### src/rtl/ex_stage.sv
// MIPS32 execute stage: operand forwarding, ALU/shifter, iterative shift-add multiplier, EX/MEM register.
// Optional feature: define EX_FORWARD_EN to enable the EX/MEM and MEM/WB forwarding muxes.
module ex_stage #(
  parameter int unsigned CPU_BUS_SIZE = 32,
  parameter int unsigned MUL_ITER     = 32
) (
  input  logic                    clk,
  input  logic                    rst,
  input  logic                    id_ex_valid,
  input  logic [3:0]              id_ex_alu_op,
  input  logic                    id_ex_alu_src,
  input  logic [CPU_BUS_SIZE-1:0] id_ex_rs_data,
  input  logic [CPU_BUS_SIZE-1:0] id_ex_rt_data,
  input  logic [CPU_BUS_SIZE-1:0] id_ex_imm,
  input  logic [4:0]              id_ex_rs,
  input  logic [4:0]              id_ex_rt,
  input  logic [4:0]              id_ex_rd,
  input  logic                    id_ex_mem_read,
  input  logic                    id_ex_mem_write,
  input  logic                    id_ex_mem_to_reg,
  input  logic                    id_ex_reg_write,
  input  logic                    id_ex_branch,
  input  logic                    id_ex_branch_bne,
  input  logic [1:0]              id_ex_branch_pridictor_bit,
  input  logic                    mem_wb_reg_write,
  input  logic [4:0]              mem_wb_rd,
  input  logic [CPU_BUS_SIZE-1:0] mem_wb_wb_data,
  input  logic                    pridictor_wrong,
  output logic                    ex_stall,
  output logic [CPU_BUS_SIZE-1:0] ex_mem_alu_result,
  output logic [CPU_BUS_SIZE-1:0] ex_mem_reg_read_data2,
  output logic [4:0]              ex_mem_rd,
  output logic                    ex_mem_mem_read,
  output logic                    ex_mem_mem_write,
  output logic                    ex_mem_mem_to_reg,
  output logic                    ex_mem_reg_write,
  output logic                    ex_mem_branch,
  output logic                    ex_mem_branch_bne,
  output logic [1:0]              ex_mem_branch_pridictor_bit
);

  localparam int unsigned W     = CPU_BUS_SIZE;
  localparam int unsigned CNT_W = (MUL_ITER > 1) ? $clog2(MUL_ITER) : 1;
  localparam logic [CNT_W-1:0] CNT_LAST = CNT_W'(MUL_ITER - 1);

  localparam logic [3:0] OP_ADD = 4'd0;
  localparam logic [3:0] OP_SUB = 4'd1;
  localparam logic [3:0] OP_AND = 4'd2;
  localparam logic [3:0] OP_OR  = 4'd3;
  localparam logic [3:0] OP_XOR = 4'd4;
  localparam logic [3:0] OP_NOR = 4'd5;
  localparam logic [3:0] OP_SLT = 4'd6;
  localparam logic [3:0] OP_SLL = 4'd7;
  localparam logic [3:0] OP_SRL = 4'd8;
  localparam logic [3:0] OP_MUL = 4'd9;

  typedef enum logic [1:0] {S_IDLE, S_BUSY, S_DONE} mul_state_t;

  mul_state_t       state;
  logic [W-1:0]     mul_a;
  logic [W-1:0]     mul_b;
  logic [W-1:0]     mul_acc;
  logic [CNT_W-1:0] mul_cnt;

  logic [W-1:0] fwd_a;
  logic [W-1:0] fwd_b;
  logic [W-1:0] op_b;
  logic [W-1:0] alu_result;
  logic [W-1:0] load_result;
  logic [4:0]   shamt;
  logic         is_mul;
  logic         load;

`ifdef EX_FORWARD_EN
  // EX/MEM has priority over MEM/WB; loads in EX/MEM are not ready yet and r0 never forwards
  always_comb begin
    fwd_a = id_ex_rs_data;
    if (ex_mem_reg_write && !ex_mem_mem_read && (ex_mem_rd != 5'd0) && (ex_mem_rd == id_ex_rs))
      fwd_a = ex_mem_alu_result;
    else if (mem_wb_reg_write && (mem_wb_rd != 5'd0) && (mem_wb_rd == id_ex_rs))
      fwd_a = mem_wb_wb_data;
  end

  always_comb begin
    fwd_b = id_ex_rt_data;
    if (ex_mem_reg_write && !ex_mem_mem_read && (ex_mem_rd != 5'd0) && (ex_mem_rd == id_ex_rt))
      fwd_b = ex_mem_alu_result;
    else if (mem_wb_reg_write && (mem_wb_rd != 5'd0) && (mem_wb_rd == id_ex_rt))
      fwd_b = mem_wb_wb_data;
  end
`else
  assign fwd_a = id_ex_rs_data;
  assign fwd_b = id_ex_rt_data;

  logic unused_fwd;
  assign unused_fwd = ^{mem_wb_reg_write, mem_wb_rd, mem_wb_wb_data, id_ex_rs, id_ex_rt};
`endif

  assign op_b   = id_ex_alu_src ? id_ex_imm : fwd_b;
  assign shamt  = id_ex_imm[10:6];
  assign is_mul = id_ex_valid && (id_ex_alu_op == OP_MUL);

  // Flush and reset both release the stall immediately
  assign ex_stall = !rst && !pridictor_wrong &&
                    ((state == S_BUSY) || ((state == S_IDLE) && is_mul));

  always_comb begin
    alu_result = '0;
    case (id_ex_alu_op)
      OP_ADD:  alu_result = fwd_a + op_b;
      OP_SUB:  alu_result = fwd_a - op_b;
      OP_AND:  alu_result = fwd_a & op_b;
      OP_OR:   alu_result = fwd_a | op_b;
      OP_XOR:  alu_result = fwd_a ^ op_b;
      OP_NOR:  alu_result = ~(fwd_a | op_b);
      OP_SLT:  alu_result = W'($signed(fwd_a) < $signed(op_b));
      OP_SLL:  alu_result = op_b << shamt;
      OP_SRL:  alu_result = op_b >> shamt;
      default: alu_result = '0;
    endcase
  end

  // Decide whether EX/MEM takes the current instruction or a bubble
  always_comb begin
    load        = 1'b0;
    load_result = alu_result;
    if (id_ex_valid && !pridictor_wrong) begin
      case (state)
        S_IDLE:  load = !is_mul;
        S_DONE: begin
          load        = 1'b1;
          load_result = mul_acc;
        end
        default: load = 1'b0;
      endcase
    end
  end

  // Shift-add multiplier sequencer
  always_ff @(posedge clk) begin
    if (rst) begin
      state   <= S_IDLE;
      mul_a   <= '0;
      mul_b   <= '0;
      mul_acc <= '0;
      mul_cnt <= '0;
    end else if (pridictor_wrong) begin
      state <= S_IDLE;
    end else begin
      case (state)
        S_IDLE: begin
          if (is_mul) begin
            mul_a   <= fwd_a;
            mul_b   <= op_b;
            mul_acc <= '0;
            mul_cnt <= '0;
            state   <= S_BUSY;
          end
        end
        S_BUSY: begin
          if (mul_b[0]) mul_acc <= mul_acc + mul_a;
          mul_a   <= mul_a << 1;
          mul_b   <= mul_b >> 1;
          mul_cnt <= mul_cnt + CNT_W'(1);
          if (mul_cnt == CNT_LAST) state <= S_DONE;
        end
        S_DONE:  state <= S_IDLE;
        default: state <= S_IDLE;
      endcase
    end
  end

  always_ff @(posedge clk) begin
    if (rst || !load) begin
      ex_mem_alu_result           <= '0;
      ex_mem_reg_read_data2       <= '0;
      ex_mem_rd                   <= '0;
      ex_mem_mem_read             <= 1'b0;
      ex_mem_mem_write            <= 1'b0;
      ex_mem_mem_to_reg           <= 1'b0;
      ex_mem_reg_write            <= 1'b0;
      ex_mem_branch               <= 1'b0;
      ex_mem_branch_bne           <= 1'b0;
      ex_mem_branch_pridictor_bit <= '0;
    end else begin
      ex_mem_alu_result           <= load_result;
      ex_mem_reg_read_data2       <= fwd_b;
      ex_mem_rd                   <= id_ex_rd;
      ex_mem_mem_read             <= id_ex_mem_read;
      ex_mem_mem_write            <= id_ex_mem_write;
      ex_mem_mem_to_reg           <= id_ex_mem_to_reg;
      ex_mem_reg_write            <= id_ex_reg_write;
      ex_mem_branch               <= id_ex_branch;
      ex_mem_branch_bne           <= id_ex_branch_bne;
      ex_mem_branch_pridictor_bit <= id_ex_branch_pridictor_bit;
    end
  end

endmodule

### config.mk
export PLATFORM = sky130hd
export DESIGN_NAME = ex_stage
export DESIGN_NICKNAME = d
export VERILOG_FILES = /design/src/rtl/ex_stage.sv
export SDC_FILE = /design/constraint.sdc
export NUM_CORES = 1
export LEC_CHECK = 0
export CORE_MARGIN = 2
export CORE_UTILIZATION = 40
export CTS_CLUSTER_DIAMETER = 150
export DETAILED_ROUTE_END_ITERATION = 10
export PLACE_DENSITY_LB_ADDON = 0.3
export SETUP_SLACK_MARGIN = 0.4
export SYNTH_ARGS = -nofsm -noshare
export SYNTH_HDL_FRONTEND = slang
export SYNTH_SLANG_ARGS = --single-unit
### constraint.sdc
create_clock -name clk -period 8.4 [get_ports clk]
set_input_delay 2.1 -clock clk [delete_from_list [all_inputs] [get_ports clk]]
set_output_delay 2.1 -clock clk [all_outputs]
set_load 0.01 [all_outputs]
==> results of run 1 <==
-- cell type report --
cell class	instances	area, um2	area share
Multi-Input combinational cell	1751	12400	0.615
Sequential cell	180	3600	0.180
Timing Repair Buffer	256	2410	0.120
Tap cell	539	674	0.0336
Inverter	118	443	0.0221
Clock buffer	17	425	0.0212
Clock inverter	14	165	0.00823
-- cell usage in the layout, fill, tap and decap left out, types with 16 or more instances in the layout --
cell,count
buf_4,60
nand2_1,282
dfxtp_1,180
a211oi_1,26
o211ai_1,46
a221o_1,17
mux2i_1,90
nor2b_1,16
a21oi_1,174
and2_1,57
mux4_2,43
o21ai_0,98
o221ai_1,22
o21bai_1,21
clkdlybuf4s50_1,192
nand3_1,30
a22oi_1,31
clkbuf_16,17
a311oi_1,38
o22ai_1,16
nor2_1,207
o21ai_1,22
inv_2,20
nand2b_1,18
xnor2_1,16
inv_1,98
a221oi_1,40
a21o_1,31
ha_1,129
nor3_1,37
-- logic make-up (layout without fill, tap and decap cells) --
family	after synthesis	count (layout)	synth area share
mux	159	159	0.131
flops	180	180	0.212
xor+xnor	29	29	0.0150
buf+inv	280	405	0.0651
simple gates	731	731	0.196
fa+ha+maj	132	132	0.0986
compound gates	700	700	0.282
-- per-layer routing --
layer | vias to the layer above | GRT usage | routed length (um)
met4 | 0 | 0.183 | 4460
met3 | 220 | 0.0776 | 6700
met2 | 987 | 0.536 | 33900
met1 | 8756 | 0.441 | 31400
met5 | - | 0 | 0
li1 | 8376 | - | -
-- per-stage QoR --
| stage | utilization | cells | total power, uW |
|---|---|---|---|
| final | 0.478 | 2875 | 2640 |
| after detailed placement | 0.464 | 2844 | 1800 |
| after floorplan | - | 2211 | 1440 |
| after global placement | 0.464 | 2844 | 1800 |
| after global routing | 0.478 | 2875 | 2750 |
| after CTS | 0.478 | 2875 | 2640 |
-- worst max-delay path, delay by kind of cell --
kind / cells / cell delay, ps
AO/OA/AOI/OAI: 1 / 180
buffers and inverters: 4 / 1770
AND/OR/NAND/NOR: 3 / 700
-- worst max path at each step --
stage,from,slack [ps],depth (start not counted),end
detailed placement,id_ex_valid,1620,8,ex_stall
global placement,id_ex_valid,1610,8,ex_stall
CTS,id_ex_valid,1590,8,ex_stall
global route,id_ex_valid,1440,8,ex_stall
finish,id_ex_valid,1540,8,ex_stall
floorplan,id_ex_imm[6],2610,15,ex_mem_alu_result[27]
-- report_power, final --
| group | internal [uW] | total (uW) | switching [uW] | leakage, uW |
|---|---|---|---|---|
| sequential | 866 | 872 | 6.14 | 0.00146 |
| clock | 398 | 827 | 430 | 0.000288 |
| combinational | 345 | 944 | 599 | 0.00632 |
==> impl_metrics.json, run 1 <==
{
  "synth-seq-cells": 180,
  "status": "finished, final reports clean",
  "finalWirelength_um": 76400,
  "fin_tns_setup_ps": 0,
  "yosys-top-cells-area": "dfxtp_1, ha_1, nand2_1, mux4_2, mux2i_1",
  "synth.yosys.seq_area_share": 0.212,
  "grt_max_degree": 101,
  "drv_cap": 0,
  "via_count": 18300,
  "yosys.cell_count.top_type": "nand2_1",
  "antenna_found_initial": 1,
  "dr.pass1.iters": 8,
  "holdPathStages": 2,
  "max_stage_delay_ps": 710,
  "hp-class": "reg2reg",
  "yosysTopAreaCellShare": 0.212,
  "fin_crit_sh": 0.816,
  "cts_htree_levels": 4,
  "vias_per_cell": 6.38,
  "finalNetCount": 2622,
  "fillers": 4136,
  "r2r_cells": 8,
  "crit_path_cell_trace": "clkdlybuf4s50_1, nor4bb_1, nand2_1, buf_4, a21o_1, buf_4, nor2_1, clkdlybuf4s50_1",
  "worstSetupStartpointType": "input pin",
  "fmax_mhz": 146,
  "critPathArrivalTime_ps": 4760,
  "die_area_mm2": 0.0441,
  "place_area_mm2": 0.0195,
  "io_buffers": 195,
  "synth_warnings": 0,
  "drive_above_1_share": 0.0908,
  "synth_cell_types": 87,
  "skew_ps": 23.1,
  "power.density_mw_per_mm2": 132,
  "grt_first_pass_wirelength_um": 112000,
  "period_minus_slack_ps": 6860,
  "clk_latency_ps": 510,
  "crit_type": "in2out",
  "timing.critical_path.required_ps": 6300,
  "slew_headroom": 0.212,
  "cts_buffer_depth": 2,
  "ant_nets": 0,
  "tritoncts": "done",
  "critPathMaxFanout": 43,
  "finalSetupViolCount": 0,
  "grt_usage": 0.343,
  "ys_async_sr_fraction": 0,
  "path_clk_slew_ps": 70,
  "cts_root_buffer": "clkbuf_16",
  "synth.avg_cell_area_um2": 7.68,
  "synth_nets": 2509,
  "hp-start": "mul_b[7]",
  "ir_drop_mv": 0.177,
  "gr-total-overflow": 0,
  "drt_iter0_drc": 2104,
  "r2r-end": "mul_acc[31]",
  "hold_path_end": "mul_b[7]",
  "slew_viol_final": 0,
  "core_area_mm2": 0.0419,
  "cts_made_buffers": 17,
  "synth_top_area_cell": "dfxtp_1",
  "initial_utilization": 0.405,
  "die_x_um": 210,
  "layout_setup_ws_ps": 1540,
  "synthCells": 2211,
  "postCtsSetupBuffers": 0,
  "post_cts_resized": 0,
  "hold_buffers": 0,
  "crit_path_end_kind": "primary output",
  "rsz0062_at_grt": "no",
  "drc": 0,
  "io_pins": 244,
  "gp_congestion": 1.04,
  "area_growth_syn_to_layout_pct": 18.2,
  "cts_sinks": 180,
  "rows": 75,
  "wl_per_cell_um": 26.6,
  "synth_area_mm2": 0.0170,
  "finalHoldViolCount": 0,
  "chipHeight_um": 210,
  "synthFlopType": "dfxtp_1",
  "p_leak_uw": 0.00806,
  "dp_hpwl_um": 59500,
  "fin_area_mm2": 0.0201,
  "post-place-ws_ps": 1620,
  "synth_edf_count": 0,
  "r2r_setup_slack_ps": 4850,
  "grt_pass1_vias": 17200,
  "r2r-start": "state[1]",
  "worst_pin_slew_ps": 1150,
  "finalHoldWorstSlack_ps": 454,
  "cp_slowest_cell": "clkdlybuf4s50_1",
  "netlist_top_cells_count": "nand2_1, nor2_1, dfxtp_1",
  "n_antenna_cell": 0
}
No activity file was read; power rests on OpenSTA's default activity.
==> inputs of run 2 (changes only) <==
clock period = 5.76 ns   (was 8.4 ns; I/O delays follow)
==> run 2 against run 1 <==
Compared with the run above: cell count grew 2.1%; highest routed layer is now met5; via count grew 1.3%; utilization grew 1.2 points; register-to-register slack lost 2400 ps; largest cell class unchanged.
==> impl_metrics.json, run 2 (synthesized netlist as in run 1, its figures left out) <==
{
  "cts_buffer_depth": 2,
  "p_leak_uw": 0.00836,
  "slew_headroom": 0.163,
  "finalNetCount": 2680,
  "period_minus_slack_ps": 5300,
  "dp_hpwl_um": 61200,
  "ir_drop_mv": 0.202,
  "slew_viol_final": 0,
  "grt_usage": 0.350,
  "crit_path_end_kind": "primary output",
  "drt_iter0_drc": 2060,
  "wl_per_cell_um": 26.5,
  "crit_type": "in2out",
  "timing.critical_path.required_ps": 4320,
  "r2r_setup_slack_ps": 2470,
  "gp_congestion": 1.04,
  "dr.pass1.iters": 6,
  "cts_htree_levels": 4,
  "cts_sinks": 180,
  "path_common_cell": "clkdlybuf4s50_1",
  "rsz0062_at_grt": "no",
  "cts_root_buffer": "clkbuf_16",
  "antenna_found_initial": 2,
  "rows": 75,
  "worstSetupStartpointType": "input pin",
  "hold_buffers": 0,
  "cp_top_family": "buffers and inverters",
  "path_buf_inv": 3,
  "finalWirelength_um": 77800,
  "drc": 0,
  "layout_setup_ws_ps": 456,
  "clk_latency_ps": 500,
  "via_count": 18600,
  "io_buffers": 195,
  "io_pins": 244,
  "status": "finished, final reports clean",
  "skew_ps": 12.8,
  "post_cts_resized": 1,
  "crit_path_cell_trace": "clkdlybuf4s50_1, inv_1, nor2_1, nand2_1, a21o_1, nor2_2, clkdlybuf4s50_1",
  "seqCellArea_mm2": 0.00360,
  "hp-class": "reg2reg",
  "worst_pin_slew_ps": 1250,
  "die_x_um": 210,
  "finalHoldViolCount": 0,
  "placed_cells": 2902,
  "max_stage_delay_ps": 620,
  "die_area_mm2": 0.0441,
  "instances_no_fill": 2934,
  "area_growth_syn_to_layout_pct": 21.1,
  "grt_max_degree": 90,
  "multiInputGateArea_mm2": 0.0123,
  "fin_tns_setup_ps": 0,
  "fmax_mhz": 189,
  "core_area_mm2": 0.0419,
  "tritoncts": "done",
  "post-place-ws_ps": 182,
  "cp_slowest_cell": "clkdlybuf4s50_1",
  "grt_first_pass_wirelength_um": 115000,
  "chipHeight_um": 210,
  "drv_cap": 0,
  "initial_utilization": 0.405,
  "drive_above_1_share": 0.112,
  "critPathArrivalTime_ps": 3860,
  "power.density_mw_per_mm2": 194,
  "critPathMaxFanout": 6,
  "n_antenna_cell": 0,
  "final_cell_mix": "nand2_1, nor2_1, clkdlybuf4s50_1",
  "ant_nets": 0,
  "final_common_cell": "nand2_1",
  "gr-total-overflow": 0,
  "grt_pass1_vias": 17500,
  "cts_made_buffers": 17,
  "postCtsSetupBuffers": 0,
  "fillers": 4138,
  "fin_crit_sh": 0.921,
  "path_clk_slew_ps": 70,
  "vias_per_cell": 6.33,
  "finalSetupViolCount": 0
}
[run 2: cell type report]
cell class,instances,area share
Multi-Input combinational cell,1751,0.600
Clock buffer,21,0.0224
Sequential cell,180,0.175
Timing Repair Buffer,314,0.139
Clock inverter,11,0.00803
Inverter,118,0.0215
Tap cell,539,0.0328
[run 2: power by group]
group	total (uW)	switching [uW]	internal, uW
sequential	1270	9.32	1260
combinational	1430	887	543
clock	1290	573	717
[run 2: worst paths after layout]
check | from | endpoint | cells after the start
min reg2reg | mul_b[28] | mul_b[28] | 2
max reg2reg | mul_acc[0] | mul_acc[31] | 10
max | id_ex_alu_op[0] | ex_stall | 7
min | mul_b[28] | mul_b[28] | 2
[run 2: tightest hold or removal path: stages, from the launching register on]
cell     delay (ps)
dfxtp_1         310
nand2_1          50
a21oi_1          50
[run 2: stage by stage]
stage | hold WS, ps | instance area [um2] | total power, uW | util
floorplan | 432 | 17000 | 2100 | -
global placement | 438 | 19900 | 2680 | 0.475
detailed placement | 446 | 19900 | 2680 | 0.475
CTS | 454 | 20600 | 3980 | 0.490
global route | 472 | 20600 | 4140 | 0.490
finish | 453 | 20600 | 3990 | 0.490
[run 2: per-layer routing]
| layer | vias to the layer above | share of wire | wire length, um | GRT usage |
|---|---|---|---|---|
| li1 | 8477 | - | - | - |
| met1 | 8907 | 0.42 | 33000 | 0.467 |
| met2 | 975 | 0.43 | 33800 | 0.534 |
| met3 | 209 | 0.080 | 6210 | 0.0612 |
| met4 | 2 | 0.061 | 4720 | 0.198 |
| met5 | - | 0.00017 | 13 | 0 |
